==> config.mk <==
export PLATFORM = sky130hd
export DESIGN_NAME = trng_word_ctrl_flat
export DESIGN_NICKNAME = d
export VERILOG_FILES = /design/src/rtl/trng_pkg.sv /design/src/rtl/trng_word_ctrl_if.sv /design/src/rtl/trng_word_fifo.sv /design/src/rtl/trng_word_ctrl.sv /design/src/flat_wrapper.sv
export SDC_FILE = /design/constraint.sdc
export NUM_CORES = 1
export LEC_CHECK = 0
export ABC_AREA = 0
export BUFFER_PORTS_ARGS = -buffer_cell sky130_fd_sc_hd__buf_2
export CORE_AREA = 8 8 143 145
export DETAILED_ROUTE_END_ITERATION = 6
export DIE_AREA = 0 0 151 153
export PLACE_DENSITY = 0.73
export SYNTH_ARGS = -nofsm -noshare
export SYNTH_HDL_FRONTEND = slang
export SYNTH_HIERARCHICAL = 1
export SYNTH_SLANG_ARGS = --single-unit
==> constraint.sdc <==
create_clock -name clock -period 2.65 [get_ports clock]
set_clock_uncertainty 0.1 [all_clocks]
set_input_delay 0.3975 -clock clock [delete_from_list [all_inputs] [get_ports clock]]
set_output_delay 0.3975 -clock clock [all_outputs]
set_load 0.05 [all_outputs]
==> src/rtl/trng_pkg.sv <==
// Shared definitions for the TRNG word-assembly controller.
//   - Controller state encoding (kept as plain 2-bit constants for legacy tools).
//   - Chunks-per-word computation.
//   - Legality checks for the word width and chunk width parameters.
package trng_pkg;

    localparam logic [1:0] StIdle  = 2'd0;
    localparam logic [1:0] StFill  = 2'd1;
    localparam logic [1:0] StDrain = 2'd2;
    localparam logic [1:0] StError = 2'd3;

    function automatic int unsigned calc_cpw(input int unsigned dbw, input int unsigned bpc);
        return dbw / bpc;
    endfunction

    function automatic bit dbw_ok(input int unsigned dbw);
        return (dbw == 32) || (dbw == 64);
    endfunction

    function automatic bit bpc_ok(input int unsigned bpc);
        return (bpc == 2) || (bpc == 4);
    endfunction

    function automatic bit depth_ok(input int unsigned depth);
        return (depth >= 2) && ((depth & (depth - 1)) == 0);
    endfunction

endpackage

==> src/rtl/trng_word_ctrl_if.sv <==
// Output word stream between the TRNG controller and the register front end.
//   out_data  : head word (driven by master)
//   out_valid : a word is available (driven by master)
//   out_ready : consumer takes the head word this cycle (driven by slave)
interface trng_word_ctrl_if #(
    parameter int unsigned DBW = 32
) ();
    logic [DBW-1:0] out_data;
    logic           out_valid;
    logic           out_ready;

    modport master (output out_data, output out_valid, input out_ready);
    modport slave  (input out_data, input out_valid, output out_ready);
endinterface

==> src/rtl/trng_word_fifo.sv <==
// First-word fall-through synchronous FIFO for assembled TRNG words.
//   clock, reset : system clock, synchronous active-high reset
//   flush        : empties the FIFO (pointers and count to zero)
//   push/push_data : write one word; ignored when full
//   pop          : drop the head word; ignored when empty
//   pop_data     : head word, 0 while empty
//   full/empty/count : occupancy status
module trng_word_fifo
    import trng_pkg::*;
#(
    parameter int unsigned DBW        = 32,
    parameter int unsigned FIFO_DEPTH = 4
) (
    input  logic                          clock,
    input  logic                          reset,
    input  logic                          flush,
    input  logic                          push,
    input  logic [DBW-1:0]                push_data,
    input  logic                          pop,
    output logic [DBW-1:0]                pop_data,
    output logic                          full,
    output logic                          empty,
    output logic [$clog2(FIFO_DEPTH):0]   count
);
    localparam int unsigned AW = $clog2(FIFO_DEPTH);
    localparam int unsigned CW = AW + 1;

    if (!depth_ok(FIFO_DEPTH)) begin : g_bad_depth
        $error("trng_word_fifo: FIFO_DEPTH must be a power of two >= 2");
    end

    logic [DBW-1:0] mem_q [FIFO_DEPTH];
    logic [AW-1:0]  wr_ptr_q, rd_ptr_q;
    logic [CW-1:0]  count_q;
    logic           do_push, do_pop;

    assign full     = (count_q == CW'(FIFO_DEPTH));
    assign empty    = (count_q == '0);
    assign count    = count_q;
    assign do_push  = push & ~full;
    assign do_pop   = pop & ~empty;
    assign pop_data = empty ? '0 : mem_q[rd_ptr_q];

    // Storage needs no reset; the empty flag masks stale entries.
    always_ff @(posedge clock) begin
        if (do_push) begin
            mem_q[wr_ptr_q] <= push_data;
        end
    end

    // Pointers wrap naturally because the depth is a power of two.
    always_ff @(posedge clock) begin
        if (reset || flush) begin
            wr_ptr_q <= '0;
            rd_ptr_q <= '0;
            count_q  <= '0;
        end else begin
            if (do_push) begin
                wr_ptr_q <= wr_ptr_q + AW'(1);
            end
            if (do_pop) begin
                rd_ptr_q <= rd_ptr_q + AW'(1);
            end
            count_q <= count_q + CW'(do_push) - CW'(do_pop);
        end
    end
endmodule

==> src/rtl/trng_word_ctrl.sv <==
// TRNG word-assembly sequencer.
// On start it issues num_words*CPW entropy chunks to the shift register, captures each
// completed word into a FWFT FIFO, runs a repetition-count health test on consecutive
// words and presents the words on the out_if valid/ready stream.
//   clock, reset        : system clock, synchronous active-high reset
//   start, num_words    : launch a run of num_words words (0 = empty run, done only)
//   clear_err           : leave ERROR, clear rct_fail, flush FIFO
//   ent_valid           : a fresh entropy chunk is available
//   sr_en, sr_ready     : chunk shift enable / word-consumed acknowledge
//   sr_word, sr_valid   : assembled word from the shift register
//   out_if (master)     : output word stream
//   busy, done, rct_fail: status
module trng_word_ctrl
    import trng_pkg::*;
#(
    parameter int unsigned DBW        = 32,
    parameter int unsigned BPC        = 4,
    parameter int unsigned FIFO_DEPTH = 4,
    parameter int unsigned CNT_W      = 8
) (
    input  logic                  clock,
    input  logic                  reset,
    input  logic                  start,
    input  logic [CNT_W-1:0]      num_words,
    input  logic                  clear_err,
    input  logic                  ent_valid,
    output logic                  sr_en,
    output logic                  sr_ready,
    input  logic [DBW-1:0]        sr_word,
    input  logic                  sr_valid,
    trng_word_ctrl_if.master      out_if,
    output logic                  busy,
    output logic                  done,
    output logic                  rct_fail
);
    localparam int unsigned CPW = calc_cpw(DBW, BPC);
    localparam int unsigned CW  = CNT_W + $clog2(CPW);
    localparam int unsigned FCW = $clog2(FIFO_DEPTH) + 1;

    if (!dbw_ok(DBW)) begin : g_bad_dbw
        $error("trng_word_ctrl: DBW must be 32 or 64");
    end
    if (!bpc_ok(BPC)) begin : g_bad_bpc
        $error("trng_word_ctrl: BPC must be 2 or 4");
    end

    logic [1:0]       state_q, state_d;
    logic [CW-1:0]    target_q, chunks_q;
    logic [CNT_W-1:0] nwords_q, words_q;
    logic [DBW-1:0]   prev_word_q;
    logic             prev_valid_q, rct_fail_q, zero_done_q;

    logic             fifo_full, fifo_empty, fifo_push, fifo_pop, fifo_flush;
    logic [FCW-1:0]   fifo_count;
    logic [DBW-1:0]   fifo_head;
    logic             in_run, capture, repeat_hit, rct_trip, stall, last_push;
    logic             launch, drain_exit;

    assign in_run     = (state_q == StFill) || (state_q == StDrain);
    assign capture    = sr_valid & ~fifo_full & in_run;
    assign repeat_hit = prev_valid_q && (sr_word == prev_word_q);
    // A repeated word is still consumed from the shift register but never stored.
    assign rct_trip   = capture & repeat_hit;
    assign fifo_push  = capture & ~repeat_hit;
    assign stall      = sr_valid & ~capture;
    assign last_push  = fifo_push && (words_q == nwords_q - CNT_W'(1));
    assign launch     = (state_q == StIdle) && start && (num_words != '0);
    assign drain_exit = (state_q == StDrain) && fifo_empty && !capture;

    assign sr_ready   = capture;
    assign sr_en      = (state_q == StFill) && ent_valid && (chunks_q < target_q) && !stall;
    assign fifo_pop   = out_if.out_valid & out_if.out_ready;
    assign fifo_flush = (state_q == StError) && clear_err;

    assign out_if.out_valid = (fifo_count != '0);
    assign out_if.out_data  = fifo_head;
    assign busy     = (state_q != StIdle);
    assign done     = drain_exit | zero_done_q;
    assign rct_fail = rct_fail_q;

    always_comb begin
        state_d = state_q;
        case (state_q)
            StIdle:  if (launch) state_d = StFill;
            StFill: begin
                if (rct_trip) begin
                    state_d = StError;
                end else if (last_push) begin
                    state_d = StDrain;
                end
            end
            StDrain: begin
                if (rct_trip) begin
                    state_d = StError;
                end else if (drain_exit) begin
                    state_d = StIdle;
                end
            end
            StError: if (clear_err) state_d = StIdle;
            default: state_d = StIdle;
        endcase
    end

    always_ff @(posedge clock) begin
        if (reset) begin
            state_q      <= StIdle;
            target_q     <= '0;
            chunks_q     <= '0;
            nwords_q     <= '0;
            words_q      <= '0;
            prev_word_q  <= '0;
            prev_valid_q <= 1'b0;
            rct_fail_q   <= 1'b0;
            zero_done_q  <= 1'b0;
        end else begin
            state_q     <= state_d;
            zero_done_q <= (state_q == StIdle) && start && (num_words == '0);
            if (launch) begin
                target_q     <= CW'(num_words) * CW'(CPW);
                nwords_q     <= num_words;
                chunks_q     <= '0;
                words_q      <= '0;
                prev_valid_q <= 1'b0;
            end else begin
                if (sr_en) begin
                    chunks_q <= chunks_q + CW'(1);
                end
                if (fifo_push) begin
                    words_q      <= words_q + CNT_W'(1);
                    prev_word_q  <= sr_word;
                    prev_valid_q <= 1'b1;
                end
            end
            if (rct_trip) begin
                rct_fail_q <= 1'b1;
            end else if (fifo_flush) begin
                rct_fail_q <= 1'b0;
            end
        end
    end

    trng_word_fifo #(
        .DBW        (DBW),
        .FIFO_DEPTH (FIFO_DEPTH)
    ) u_fifo (
        .clock     (clock),
        .reset     (reset),
        .flush     (fifo_flush),
        .push      (fifo_push),
        .push_data (sr_word),
        .pop       (fifo_pop),
        .pop_data  (fifo_head),
        .full      (fifo_full),
        .empty     (fifo_empty),
        .count     (fifo_count)
    );
endmodule

==> src/flat_wrapper.sv <==
// flat-port wrapper written by rule: the top's interface ports become plain ports
module trng_word_ctrl_flat import trng_pkg::*;
#(
    parameter int unsigned DBW        = 32,
    parameter int unsigned BPC        = 4,
    parameter int unsigned FIFO_DEPTH = 4,
    parameter int unsigned CNT_W      = 8
)
  (clock, reset, start, num_words, clear_err, ent_valid, sr_en, sr_ready, sr_word, sr_valid, busy, done, rct_fail, out_if_out_data, out_if_out_valid, out_if_out_ready);
  trng_word_ctrl_if #(.DBW(DBW)) out_if_i ();
  input  logic clock;
  input  logic reset;
  input  logic start;
  input  logic [CNT_W-1:0] num_words;
  input  logic clear_err;
  input  logic ent_valid;
  output logic sr_en;
  output logic sr_ready;
  input  logic [DBW-1:0] sr_word;
  input  logic sr_valid;
  output logic busy;
  output logic done;
  output logic rct_fail;
  output wire logic [$bits(out_if_i.out_data)-1:0] out_if_out_data;
  output wire logic [$bits(out_if_i.out_valid)-1:0] out_if_out_valid;
  input wire logic [$bits(out_if_i.out_ready)-1:0] out_if_out_ready;
  assign out_if_out_data = out_if_i.out_data;
  assign out_if_out_valid = out_if_i.out_valid;
  assign out_if_i.out_ready = out_if_out_ready;
  trng_word_ctrl #(.DBW(DBW), .BPC(BPC), .FIFO_DEPTH(FIFO_DEPTH), .CNT_W(CNT_W)) u_core (.clock(clock), .reset(reset), .start(start), .num_words(num_words), .clear_err(clear_err), .ent_valid(ent_valid), .sr_en(sr_en), .sr_ready(sr_ready), .sr_word(sr_word), .sr_valid(sr_valid), .out_if(out_if_i), .busy(busy), .done(done), .rct_fail(rct_fail));
endmodule
==> qor.yml <==
setup_viol: 2
cp.required_ps: 2910
synth_cell_types: 66
route.detailed.drc: 0
ant_nets: 0
grt_max_degree: 34
peakVddDrop_v: 0.0008240
p_sw_share_pct: 36.76
areaGrowthSynthToFinish_pct: 25.30
layout-drive-gt1-share_pct: 34.49
antenna_found_initial: 0
vias: 5850
synth_edf_count: 128
max_freq_mhz: 344.4
wl_per_cell_um: 19.17
rsz0062_at_grt: "true"
io_pins: 85
grt_pass1_wl_um: 32480
synth_nets: 725
insertion_delay_ps: 480
p_leak_nw: 4.065
failed_checks: "negative setup slack"
end_kind: "register"
nets: 893
seqPwrFrac_pct: 35.6
portBuffers: 84
die_w_um: 151
via_per_inst: 5.452
max_cap_viol_count: 0
ys.flop_type: "edfxtp_1"
crit_type: "reg -> reg"
num-fill-cells: 1389
drt_wl_total_um: 20570
routabilityCongestion: 0.8517
detailed_place_hpwl_um: 13700
cts_max_level: 1
total_power_w: 0.01086
slew_headroom_pct: 65.60
crit_fanout: 3
avgSynthCellArea_um2: 13.51
worstPathArrival_ps: 3160
root_buffer: "clkbuf_16"
worstMarginPinSlew_ps: 514.1
internal_power_w: 0.006868
outcome: "complete, but fails checks"
synth_area_mm2: 0.008864
comb_power_share_pct: 37.7
firstDrtPassIters: 4
slew_violations: 0
cts_buffers: 21
async_flop_share_pct: 0
timing.final.crit_share_pct: 109.6
initial_core_util_pct: 48.52
cts.clk_slew.worst_paths_ps: 60
synth_cells: 656
cellPowerDensity_mw_per_mm2: 977.9
coreArea_mm2: 0.01827
synth_warnings: 6
cts_tree: "done"
setup_ws_ps: -253.2
initialDrtViolationCount: 302
min_path_type: "in -> reg"
gr-usage-all-layers_pct: 17.55
min_period_ps: 2903
grt_pass1_vias: 6230
ys_seq_area_share_pct: 59.85
rows: 50
power_frac_clock_pct: 26.6
cts_buffer_depth: 3
switchingPower_w: 0.003992
die_area_mm2: 0.02310
synth_seq_cells: 201
finalHoldViolCount: 0
cts_sinks: 201
dieHeight_um: 153
final_util_pct: 60.79
grt_overflow: 0
cp-start-kind: "register"
==> layout by cell type (no fill, tap or decap), types with 6 or more instances in the layout <==
| cell | Yosys | final |
|---|---|---|
| inv_1 | 35 | 30 |
| buf_4 | 2 | 77 |
| buf_12 | 0 | 8 |
| ha_1 | 21 | 17 |
| dfxtp_1 | 73 | 63 |
| nand3_1 | 10 | 10 |
| nor2_1 | 49 | 49 |
| xor2_1 | 10 | 10 |
| clkbuf_16 | 0 | 21 |
| buf_2 | 7 | 83 |
| xnor2_1 | 30 | 29 |
| nor2b_1 | 43 | 41 |
| mux2i_1 | 38 | 38 |
| nand4_1 | 9 | 9 |
| and2_1 | 6 | 6 |
| edfxtp_1 | 128 | 128 |
| o21ai_0 | 6 | 6 |
| a21oi_1 | 19 | 19 |
| or4_1 | 8 | 8 |
| nand2_1 | 31 | 30 |
| dfxtp_2 | 0 | 8 |
| mux4_2 | 32 | 32 |
==> path summary, 6_finish.rpt <==
path,from,end,slack [ps],cells past startpoint
hold reg to reg,u_core/rct_fail,u_core/rct_fail,380,2
setup reg to reg,u_core/prev_word_q[3],u_core/u_fifo/count[2],-250,15
hold / removal,num_words[6],u_core/target_q[9],60,3
setup / recovery,u_core/prev_word_q[3],u_core/u_fifo/count[2],-250,15
==> cells in the mapped netlist, drive strengths merged (3+ instances only) <==
cell     count  share of area (%)
edfxtp     128                 43
dfxtp       73                 16
nor2        50                2.1
nor2b       43                3.0
mux2i       38                4.3
inv         37                1.6
mux4        32                8.1
nand2       31                1.3
xnor2       30                3.0
ha          21                3.0
a21oi       20                1.2
buf         14                1.2
clkbuf      12               0.62
nand3       10               0.56
o21ai       10               0.56
xor2        10               0.99
nand4        9               0.64
or4          9               0.80
and2         7               0.52
nor3         7               0.51
and3         6               0.42
nor4         5               0.35
or3          5               0.35
a2111oi      4               0.61
nand2b       4               0.28
o211ai       3               0.25
o22ai        3               0.21
o31ai        3               0.25
or2          3               0.21
==> per-stage QoR <==
step	TNS [ps]	hold slack (ps)	std cells	instance area, um^2	worst slack [ps]
after CTS	-471.0	47.60	1062	10920	-204.7
final	-392.4	63.41	1073	11110	-253.2
after global placement	-900.4	368.1	1023	10130	-442.9
after floorplan	-590.9	333.7	656	8905	-307.6
after detailed placement	-5245	374.6	1023	10130	-599.0
after global routing	-557.3	71.12	1072	11100	-331.5
==> state kept, by name (all words and copies together), names as in the netlist, named ones only <==
register / count
u_core/prev_word_q: 32
u_core/rct_fail: 1
u_core/state_q: 2
u_core/zero_done_q: 1
u_core/chunks_q: 11
u_core/prev_valid_q: 1
u_core/u_fifo/wr_ptr_q: 2
u_core/words_q: 8
u_core/u_fifo/count: 3
u_core/u_fifo/mem_q: 128
u_core/u_fifo/rd_ptr_q: 2
u_core/target_q: 8
==> metal layers <==
metal	routed length [um]	part of all wire, %	vias to the layer above	track usage [%]
met5	0	0	-	0
met4	299	1.5	0	3.630
met3	1184	5.8	38	2.775
met2	10990	53	169	32.45
met1	8098	39	2882	20.82
li1	-	-	2761	-
==> cells by family (layout without fill, tap and decap cells) <==
group | Yosys count | count (layout) | share of synthesized area [%]
muxes | 70 | 70 | 12.42
adders and majority gates | 22 | 22 | 3.190
and+or+nand+nor | 197 | 197 | 12.11
xor gates and xnor gates | 40 | 40 | 3.953
buffers and inverters | 63 | 245 | 3.388
DFF | 201 | 201 | 59.85
AOI/OAI and AO/OA | 63 | 63 | 5.082
other | 0 | 1 | 0
==> area by class of cell <==
class                   instances  area, um^2  share of cell area, %
repair buffers                171        1207                  10.87
diodes                          1       2.502                0.02253
clock buffers                  28       571.8                  5.149
multi-input cells             392        3452                  31.08
well taps                     234       292.8                  2.636
flip-flops and latches        201        5323                  47.93
inverters                      37       145.1                  1.307
clock inverters                 9       111.4                  1.003
==> worst max-delay path, stage by stage (launching register included) <==
cell	delay, ps
dfxtp_2	370
nor2b_2	60
a2111oi_2	350
and4_1	320
nand4_1	200
nand2_4	120
inv_2	40
and2_4	130
inv_2	60
ha_4	130
inv_4	30
ha_4	140
fa_2	350
xnor2_2	140
xnor2_1	160
nor3_1	60
==> what timing repair did <==
item / in CTS / in global routing
hold buffers: 0 / 0
pin swaps: 7 / 7
buffers inserted: 1 / 10
gates resized for setup: 18 / 22
cloned: 1 / 0
setup endpoints to repair: 5 / 19
==> power groups by stage <==
stage	Clock [W]	Sequential [W]	Combinational, W
floorplan	0	0.00388	0.00271
global placement	0	0.00389	0.00381
detailed placement	0	0.00392	0.00390
CTS	0.00295	0.00386	0.00399
global route	0.00307	0.00390	0.00435
finish	0.00289	0.00387	0.00410
No activity file was read; power rests on OpenSTA's default activity.
